## src/rtl/dmem_arb_pkg.sv

```systemverilog
// Shared types for the data-memory arbiter: FSM state and grant encodings,
// default sizing, and a counter-width helper.
package dmem_arb_pkg;

  typedef enum logic {
    CORE_PRI  = 1'b0,
    EXT_BURST = 1'b1
  } arb_state_t;

  typedef enum logic [1:0] {
    GNT_NONE = 2'd0,
    GNT_CORE = 2'd1,
    GNT_EXT  = 2'd2
  } grant_t;

  localparam int DEF_ADDR_W       = 10;
  localparam int DEF_DATA_W       = 32;
  localparam int DEF_STARVE_LIMIT = 8;
  localparam int DEF_MAX_BURST    = 4;

  // Bits needed to hold a counter that reaches max_val inclusive.
  function automatic int cnt_width(input int max_val);
    return (max_val < 1) ? 1 : $clog2(max_val + 1);
  endfunction

endpackage

```

## src/rtl/dmem_arbiter_if.sv

```systemverilog
// Request/response bundle between the requesters (MEM-stage core port and
// external loader/debug port) and the data-memory arbiter.
interface dmem_arbiter_if #(
  parameter int ADDR_W = 10,
  parameter int DATA_W = 32
);

  // Core (MEM stage) side: byte address, stall-based flow control.
  logic              core_req;
  logic              core_we;
  logic [31:0]       core_addr;
  logic [DATA_W-1:0] core_wdata;
  logic [DATA_W-1:0] core_rdata;
  logic              core_stall;

  // External side: word address, valid/ready handshake, rvalid for reads.
  logic              ext_valid;
  logic              ext_we;
  logic [ADDR_W-1:0] ext_addr;
  logic [DATA_W-1:0] ext_wdata;
  logic              ext_ready;
  logic              ext_rvalid;
  logic [DATA_W-1:0] ext_rdata;

  modport master (
    output core_req, core_we, core_addr, core_wdata,
    input  core_rdata, core_stall,
    output ext_valid, ext_we, ext_addr, ext_wdata,
    input  ext_ready, ext_rvalid, ext_rdata
  );

  modport slave (
    input  core_req, core_we, core_addr, core_wdata,
    output core_rdata, core_stall,
    input  ext_valid, ext_we, ext_addr, ext_wdata,
    output ext_ready, ext_rvalid, ext_rdata
  );

endinterface

```

## src/rtl/dmem_arbiter.sv

```systemverilog
// Data-memory arbiter: one RAM access per cycle, core priority by default,
// with a starvation guard that forces bounded ext bursts while the pipeline
// is stalled. Grant is combinational from registered state and the current
// requests, so an uncontended core access adds no latency.
module dmem_arbiter
  import dmem_arb_pkg::*;
#(
  parameter int ADDR_W       = DEF_ADDR_W,
  parameter int DATA_W       = DEF_DATA_W,
  parameter int STARVE_LIMIT = DEF_STARVE_LIMIT,
  parameter int MAX_BURST    = DEF_MAX_BURST
) (
  input  logic              clk,
  input  logic              reset,
  dmem_arbiter_if.slave     bus,
  output logic              mem_en,
  output logic              mem_we,
  output logic [ADDR_W-1:0] mem_addr,
  output logic [DATA_W-1:0] mem_wdata,
  input  logic [DATA_W-1:0] mem_rdata
);

  localparam int WAIT_W  = cnt_width(STARVE_LIMIT);
  localparam int BURST_W = cnt_width(MAX_BURST);

  arb_state_t         state_reg, state_next;
  logic [WAIT_W-1:0]  wait_cnt_reg;
  logic [BURST_W-1:0] burst_cnt_reg, burst_next;
  logic [BURST_W-1:0] burst_plus;
  logic               ext_rvalid_reg;
  logic               starved;
  grant_t             grant;
  logic [ADDR_W-1:0]  core_word;

  // Core address is a byte address; drop the byte offset and anything above
  // the RAM size so accesses wrap modulo the RAM depth.
  assign core_word  = bus.core_addr[ADDR_W+1:2];
  assign starved    = (wait_cnt_reg == WAIT_W'(STARVE_LIMIT));
  assign burst_plus = BURST_W'(burst_cnt_reg + 1);

  logic unused_addr_bits;
  assign unused_addr_bits = ^{bus.core_addr[31:ADDR_W+2], bus.core_addr[1:0]};

  // State, counters and ext read-valid; reset drops any in-flight ext read.
  always_ff @(posedge clk) begin
    if (reset) begin
      state_reg      <= CORE_PRI;
      wait_cnt_reg   <= '0;
      burst_cnt_reg  <= '0;
      ext_rvalid_reg <= 1'b0;
    end else begin
      state_reg     <= state_next;
      burst_cnt_reg <= burst_next;
      if (!bus.ext_valid || grant == GNT_EXT) begin
        wait_cnt_reg <= '0;
      end else if (!starved) begin
        wait_cnt_reg <= WAIT_W'(wait_cnt_reg + 1);
      end
      ext_rvalid_reg <= (grant == GNT_EXT) && !bus.ext_we;
    end
  end

  // Grant selection and next state / burst count.
  always_comb begin
    state_next = state_reg;
    burst_next = burst_cnt_reg;
    grant      = GNT_NONE;
    case (state_reg)
      CORE_PRI: begin
        if (bus.ext_valid && starved) begin
          // Forced grant is the first of the burst; a one-grant burst
          // never leaves core priority.
          grant = GNT_EXT;
          if (MAX_BURST > 1) begin
            state_next = EXT_BURST;
            burst_next = BURST_W'(1);
          end else begin
            burst_next = '0;
          end
        end else if (bus.core_req) begin
          grant = GNT_CORE;
        end else if (bus.ext_valid) begin
          grant = GNT_EXT;
        end
      end
      EXT_BURST: begin
        if (bus.ext_valid) begin
          grant = GNT_EXT;
          if (burst_plus == BURST_W'(MAX_BURST)) begin
            state_next = CORE_PRI;
            burst_next = '0;
          end else begin
            burst_next = burst_plus;
          end
        end else begin
          // Ext went idle: burst ends now and the core gets this cycle.
          grant      = bus.core_req ? GNT_CORE : GNT_NONE;
          state_next = CORE_PRI;
          burst_next = '0;
        end
      end
      default: begin
        state_next = CORE_PRI;
        burst_next = '0;
      end
    endcase
    if (reset) begin
      grant = GNT_NONE;
    end
  end

  // RAM port mux and requester-facing outputs from the grant.
  always_comb begin
    mem_en    = 1'b0;
    mem_we    = 1'b0;
    mem_addr  = '0;
    mem_wdata = '0;
    case (grant)
      GNT_CORE: begin
        mem_en    = 1'b1;
        mem_we    = bus.core_we;
        mem_addr  = core_word;
        mem_wdata = bus.core_wdata;
      end
      GNT_EXT: begin
        mem_en    = 1'b1;
        mem_we    = bus.ext_we;
        mem_addr  = bus.ext_addr;
        mem_wdata = bus.ext_wdata;
      end
      default: begin
        mem_en = 1'b0;
      end
    endcase
    bus.ext_ready  = (grant == GNT_EXT);
    bus.core_stall = !reset && bus.core_req && (grant != GNT_CORE);
    bus.core_rdata = mem_rdata;
    bus.ext_rdata  = mem_rdata;
    bus.ext_rvalid = ext_rvalid_reg;
  end

endmodule
```

## src/flat_wrapper.sv

```systemverilog
// flat-port wrapper written by rule: the top's interface ports become plain ports
module dmem_arbiter_flat import dmem_arb_pkg::*;
#(
  parameter int ADDR_W       = DEF_ADDR_W,
  parameter int DATA_W       = DEF_DATA_W,
  parameter int STARVE_LIMIT = DEF_STARVE_LIMIT,
  parameter int MAX_BURST    = DEF_MAX_BURST
)
  (clk, reset, mem_en, mem_we, mem_addr, mem_wdata, mem_rdata, bus_core_req, bus_core_we, bus_core_addr, bus_core_wdata, bus_core_rdata, bus_core_stall, bus_ext_valid, bus_ext_we, bus_ext_addr, bus_ext_wdata, bus_ext_ready, bus_ext_rvalid, bus_ext_rdata);
  dmem_arbiter_if #(.ADDR_W(ADDR_W), .DATA_W(DATA_W)) bus_i ();
  input  logic clk;
  input  logic reset;
  output logic mem_en;
  output logic mem_we;
  output logic [ADDR_W-1:0] mem_addr;
  output logic [DATA_W-1:0] mem_wdata;
  input  logic [DATA_W-1:0] mem_rdata;
  input wire logic [$bits(bus_i.core_req)-1:0] bus_core_req;
  input wire logic [$bits(bus_i.core_we)-1:0] bus_core_we;
  input wire logic [$bits(bus_i.core_addr)-1:0] bus_core_addr;
  input wire logic [$bits(bus_i.core_wdata)-1:0] bus_core_wdata;
  output wire logic [$bits(bus_i.core_rdata)-1:0] bus_core_rdata;
  output wire logic [$bits(bus_i.core_stall)-1:0] bus_core_stall;
  input wire logic [$bits(bus_i.ext_valid)-1:0] bus_ext_valid;
  input wire logic [$bits(bus_i.ext_we)-1:0] bus_ext_we;
  input wire logic [$bits(bus_i.ext_addr)-1:0] bus_ext_addr;
  input wire logic [$bits(bus_i.ext_wdata)-1:0] bus_ext_wdata;
  output wire logic [$bits(bus_i.ext_ready)-1:0] bus_ext_ready;
  output wire logic [$bits(bus_i.ext_rvalid)-1:0] bus_ext_rvalid;
  output wire logic [$bits(bus_i.ext_rdata)-1:0] bus_ext_rdata;
  assign bus_i.core_req = bus_core_req;
  assign bus_i.core_we = bus_core_we;
  assign bus_i.core_addr = bus_core_addr;
  assign bus_i.core_wdata = bus_core_wdata;
  assign bus_core_rdata = bus_i.core_rdata;
  assign bus_core_stall = bus_i.core_stall;
  assign bus_i.ext_valid = bus_ext_valid;
  assign bus_i.ext_we = bus_ext_we;
  assign bus_i.ext_addr = bus_ext_addr;
  assign bus_i.ext_wdata = bus_ext_wdata;
  assign bus_ext_ready = bus_i.ext_ready;
  assign bus_ext_rvalid = bus_i.ext_rvalid;
  assign bus_ext_rdata = bus_i.ext_rdata;
  dmem_arbiter #(.ADDR_W(ADDR_W), .DATA_W(DATA_W), .STARVE_LIMIT(STARVE_LIMIT), .MAX_BURST(MAX_BURST)) u_core (.clk(clk), .reset(reset), .bus(bus_i), .mem_en(mem_en), .mem_we(mem_we), .mem_addr(mem_addr), .mem_wdata(mem_wdata), .mem_rdata(mem_rdata));
endmodule
```

## config.mk

```make
export PLATFORM = sky130hd
export DESIGN_NAME = dmem_arbiter_flat
export DESIGN_NICKNAME = d
export VERILOG_FILES = /design/src/rtl/dmem_arb_pkg.sv /design/src/rtl/dmem_arbiter_if.sv /design/src/rtl/dmem_arbiter.sv /design/src/flat_wrapper.sv
export SDC_FILE = /design/constraint.sdc
export NUM_CORES = 1
export LEC_CHECK = 0
export CAP_MARGIN = 20
export CORE_AREA = 2 2 100 102
export CTS_CLUSTER_DIAMETER = 100
export CTS_CLUSTER_SIZE = 12
export DETAILED_ROUTE_END_ITERATION = 7
export DIE_AREA = 0 0 102 104
export SLEW_MARGIN = 20
export SYNTH_ARGS = -nofsm -noshare
export SYNTH_HDL_FRONTEND = slang
export SYNTH_SLANG_ARGS = --single-unit
```

## constraint.sdc

```tcl
create_clock -name clk -period 6.15 [get_ports clk]
set_clock_uncertainty 0.1 [all_clocks]
set_input_delay 0.615 -clock clk [delete_from_list [all_inputs] [get_ports clk]]
set_output_delay 0.615 -clock clk [all_outputs]
set_load 0.1 [all_outputs]
```

# Word-level counts from Yosys, hierarchy flattened
# Index checks and enable logic that the tools add are counted.
# classes
div,0
n_eq_ne,6
muxes,19
n_reduce_logical,10
addsub,2
n_shift,0
multipliers,0
magnitude_cmp,0
bitwise_logic,1
# op_table
cell,count
$pmux W32 S2,1
$pmux W10 S2,1
$mux W2,5
$mux W3,3
$pmux W3 S2,1
$mux W1,5
$add A4 B1 Y4 const B,1
$eq A4 B4 Y1 const B,1
$logic_and A1 B1 Y1,4
$ne A2 B1 Y1 const B,2
$pmux W1 S2,2
$pmux W2 S2,1
$reduce_or A2 Y1,2
$add A3 B1 Y3 const B,1
$eq A3 B3 Y1 const B,1
$logic_not A1 Y1,3
$eq A2 B1 Y1 const B,1
$eq A2 B2 Y1 const B,1
$logic_or A1 B1 Y1,1
$not A1 Y1,1
# totals
mem_bits_ro,0
out_inout_bits,111
memories,0
latchBits,0
regBits,9
ram_bits,0

# Longest topological paths before layout
# logic_depth
word_depth,8
depth_mapped,11

# Worst setup path after synthesis
# No wires, ideal clock.
# synth_path
kind,reg2out
from,register u_core.wait_cnt_reg[0]
to,output bus_core_stall
t_arrival_ns,3.804
path_slack_ns,1.631
path_stages_with_launch,11
path_buffers,3
cell_sequence,dfxtp_1 inv_1 ha_1 and3b_1 buf_6 o21ai_0 and3b_1 ha_1 buf_2 clkbuf_1 nor3b_1
# synth_between
elab_chain_cells,7
# synth_lines
element,line_no,rtl
start: declaration,dmem_arbiter.sv:27,logic [WAIT_W-1:0] wait_cnt_reg;
start signal: assignment,dmem_arbiter.sv:57,wait_cnt_reg <= WAIT_W'(wait_cnt_reg + 1);
$eq A4 B4 Y1,dmem_arbiter.sv:38,assign starved = (wait_cnt_reg == WAIT_W'(STARVE_LIMIT));
$logic_and A1 B1 Y1,dmem_arbiter.sv:70,if (bus.ext_valid && starved) begin
$mux W2,dmem_arbiter.sv:70,
$pmux W2 S2,dmem_arbiter.sv:68,case (state_reg)
$mux W2,dmem_arbiter.sv:107,if (reset) begin
$ne A2 B1 Y1,dmem_arbiter.sv:136,bus.core_stall = !reset && bus.core_req && (grant != GNT_CORE);
$logic_and A1 B1 Y1,dmem_arbiter.sv:136,
end: declaration,flat_wrapper.sv:23,output wire logic [$bits(bus_i.core_stall)-1:0] bus_core_stall;
# Every way passes these cells.

# Worst setup path after layout
# layout_path
from,input reset
to,output mem_wdata[12]
# layout_between
elab_chain_cells,3
# layout_lines
element,line_no,rtl
start: declaration,flat_wrapper.sv:12,input logic reset;
$mux W2 (*),dmem_arbiter.sv:107,
$eq A2 B2 Y1 or $eq A2 B1 Y1 (tied branches),dmem_arbiter.sv:118,case (grant)
$pmux W32 S2 (*),dmem_arbiter.sv:118,
end: declaration,flat_wrapper.sv:16,output logic [DATA_W-1:0] mem_wdata;
# Mark *: on every way between the ends. The rest lies on a longest branch, timed or not.

==> impl_metrics.yaml <==
status:
  status: "finished clean"
synth:
  synthCells: 220
  postSynthAreaPerCell_sq_um: 7.126
  syn-cell-area_sq_um: 1568
  yosysWarnings: 0
  syn_nets: 371
  yosysSeqAreaShare_pct: 11.49
  ys_ff_latch: 9
  synthDistinctLibCells: 30
power_and_ir_drop:
  intPower_uw: 183.9
  p_seq_share_pct: 18.5
  power.leakage_uw: 0.0008859
  p_sw_uw: 139.9
  ir_drop_v: 0.00005298
  power_density_nw_per_um2: 125.3
  p_sw_share_pct: 43.21
  p_clk_share_pct: 21.0
  comb_power_share_pct: 60.5
floorplanning:
  fp.dieArea_sq_um: 10610
  die_y_um: 104
  pin_count: 255
  initial_core_util_pct: 16.42
  die_w_um: 102
  core_sq_um: 9549
  rows: 36
critical_path:
  worstPathRequired_ns: 5.43
  regToRegSetupSlack_ns: 4.02
  start_kind: "input pin"
  worstPathMaxFanout: 43
  cpPeakStageDelay_ns: 1.15
  cp.buffers_inverters: 2
  worstPathCellList: "clkdlybuf4s50_1 -> nand2b_4 -> a21oi_1 -> ha_2 -> a22oi_1 -> nor2_1 -> clkdlybuf4s50_1"
  critical-path-top-delay-family: "buffers and inverters"
  cp_common_cell: "clkdlybuf4s50_1"
  end_kind: "primary output"
  cp.arrival_ns: 3.94
  cpMaxStageDelayCell: "clkdlybuf4s50_1"
  crit_type: "input pin to primary output"
timing:
  finalHoldViolations: 0
  period_minus_slack_ns: 4.658
  setup_viol: 0
  tns_ns: 0
  worstMarginPinSlew_ns: 1.003
  maxSlewViolCount: 0
  post-route-period-util_pct: 75.73
  max-slew-margin-rel_pct: 32.94
  clock.fmax_mhz: 214.7
  rsz0062_at_grt: "no"
clocking:
  cts_buffers: 3
  cts.sink_count: 9
  clkLatencyLatePin_ns: 0.23
  postCtsSetupBuffers: 0
  cts-root-buf: "clkbuf_8"
  h-tree-depth: 1
  clk_transition_reported_paths_ns: 0.04
  ctsHoldBuffers: 0
  cts_resized: 0
  clockBufferDepth: 2
  cts_tree: "built"
placed_design:
  place_area_sq_um: 2540
  numPortBuffers: 136
  place_congestion: 0.6903
  hpwl_um: 3950
global_routing:
  grt_pass1_wl_um: 7914
  antenna_found_initial: 0
  grt_overflow_total: 0
  grt_max_degree: 45
  grt_pass1_vias: 1629
  track_usage_pct: 9.080
route:
  drt_pass1_iterations: 4
  first_iter_violations: 45
  drcViolationCount: 0
  ant_nets: 0
  drt-wirelength-per-cell_um: 12.57
  routed_wirelength_um: 5179
  vias_per_cell: 4.036
  vias: 1663
cells_and_area:
  layout-drive-gt1-share_pct: 2.867
  postLayoutCellArea_sq_um: 2585
  area_growth_pct: 64.88
  diodes: 0
  nNetsFinal: 431
  nFillCells: 1075
  largest_register_ffs: 4
hold_path:
  hp-class: "flip-flop to flip-flop"
job:
  maxCapViolCount: 0
-- worst reg2reg max path, delay by kind of cell, from the launching register on --
family / cells / cell delay, ns
buffers and inverters: 1 / 0.08
flip-flops: 1 / 0.35
AND/OR/NAND/NOR: 4 / 0.85
AO/OA/AOI/OAI: 1 / 0.23
adder cells (fa/ha/maj): 2 / 0.44
-- Yosys cell counts (all sizes together) --
master / number / area [sq um]
clkbuf: 10 / 38.78
nor3: 2 / 10.01
nand2: 1 / 3.750
inv: 4 / 15.01
buf: 71 / 521.8
nand3: 1 / 5.000
dfxtp: 9 / 180.2
a21o: 3 / 22.52
a21oi: 1 / 5.000
a22oi: 43 / 322.8
a2111oi: 2 / 23.77
a311oi: 1 / 8.760
and3b: 2 / 17.52
nand2b: 3 / 26.27
xor2: 2 / 17.52
nor2: 48 / 180.2
mux2i: 1 / 10.01
o21ai: 1 / 5.000
or2: 1 / 6.260
nor3b: 2 / 15.01
nand3b: 1 / 7.510
xnor2: 2 / 17.52
ha: 7 / 87.58
a211oi: 2 / 20.02
-- power groups by stage --
stage	clock network, uW	logic, uW	registers (uW)
after global routing	75.4	205	59.8
after detailed placement	0	197	60.9
after global placement	0	196	60.9
after CTS	70.2	198	59.9
final	68.1	196	59.9
after floorplan	0	307	61.5
-- final timing paths --
| kind | depth (start not counted) | end | start |
|---|---|---|---|
| hold reg to reg | 1 | u_core.burst_cnt_reg[1] | u_core.burst_cnt_reg[1] |
| setup reg to reg | 8 | u_core.wait_cnt_reg[2] | u_core.wait_cnt_reg[0] |
| hold / removal | 1 | u_core.burst_cnt_reg[1] | u_core.burst_cnt_reg[1] |
| setup / recovery | 7 | mem_wdata[12] | reset |
-- metrics by stage --
| step | util (%) | std cells | power (uW) | setup slack, ns | hold slack (ns) |
|---|---|---|---|---|---|
| 2_1_floorplan | - | 220 | 368.6 | 1.631 | 0.3573 |
| 3_3_place_gp | 26.60 | 408 | 256.9 | 1.481 | 0.3668 |
| 3_5_place_dp | 26.60 | 408 | 258.1 | 1.449 | 0.3863 |
| 4_1_cts | 27.07 | 412 | 327.7 | 1.451 | 0.3969 |
| 5_1_grt | 27.07 | 412 | 340.3 | 1.280 | 0.4342 |
| 6_report | 27.07 | 412 | 323.9 | 1.492 | 0.3953 |
-- layout by cell type, fill, tap and decap left out, types with 2 or more instances in the layout --
master,Yosys,final
xor2_1,2,2
a22oi_1,43,43
dfxtp_1,9,9
clkdlybuf4s50_1,0,136
ha_2,0,2
nor3_1,2,2
nand2b_1,2,2
nor2_1,48,48
ha_1,7,5
inv_1,4,4
nor3b_1,2,2
clkbuf_8,0,3
and3b_1,2,2
xnor2_1,2,2
a21o_1,3,3
-- kinds of logic (layout without fill, tap and decap cells) --
logic type | Yosys count | count (layout) | synth area share, %
compound gates | 53 | 53 | 26.02
xor+xnor | 4 | 4 | 2.235
fa+ha+maj | 7 | 7 | 5.586
buf+inv | 85 | 144 | 36.71
flops | 9 | 9 | 11.49
mux | 1 | 1 | 0.6385
simple gates | 61 | 61 | 17.32
-- final cells by class --
class / count / area, sq um / share of cell area [%]
repair buffers: 136 / 1361 / 52.66
multi-input cells: 126 / 817.0 / 31.61
flip-flops and latches: 9 / 180.2 / 6.970
well taps: 133 / 166.4 / 6.438
clock buffers: 4 / 45.04 / 1.742
inverters: 4 / 15.01 / 0.5808
-- metal layers --
| metal | global-route usage (%) | part of all wire (%) | wire length, um | vias to the layer above |
|---|---|---|---|---|
| met4 | 3.619 | 2.7 | 139 | 0 |
| met5 | 0 | 0 | 0 | - |
| met3 | 2.218 | 7.0 | 363 | 24 |
| met1 | 9.419 | 39 | 2003 | 753 |
| li1 | - | - | - | 809 |
| met2 | 17.01 | 52 | 2673 | 77 |
(Power assumes the default switching activity.)
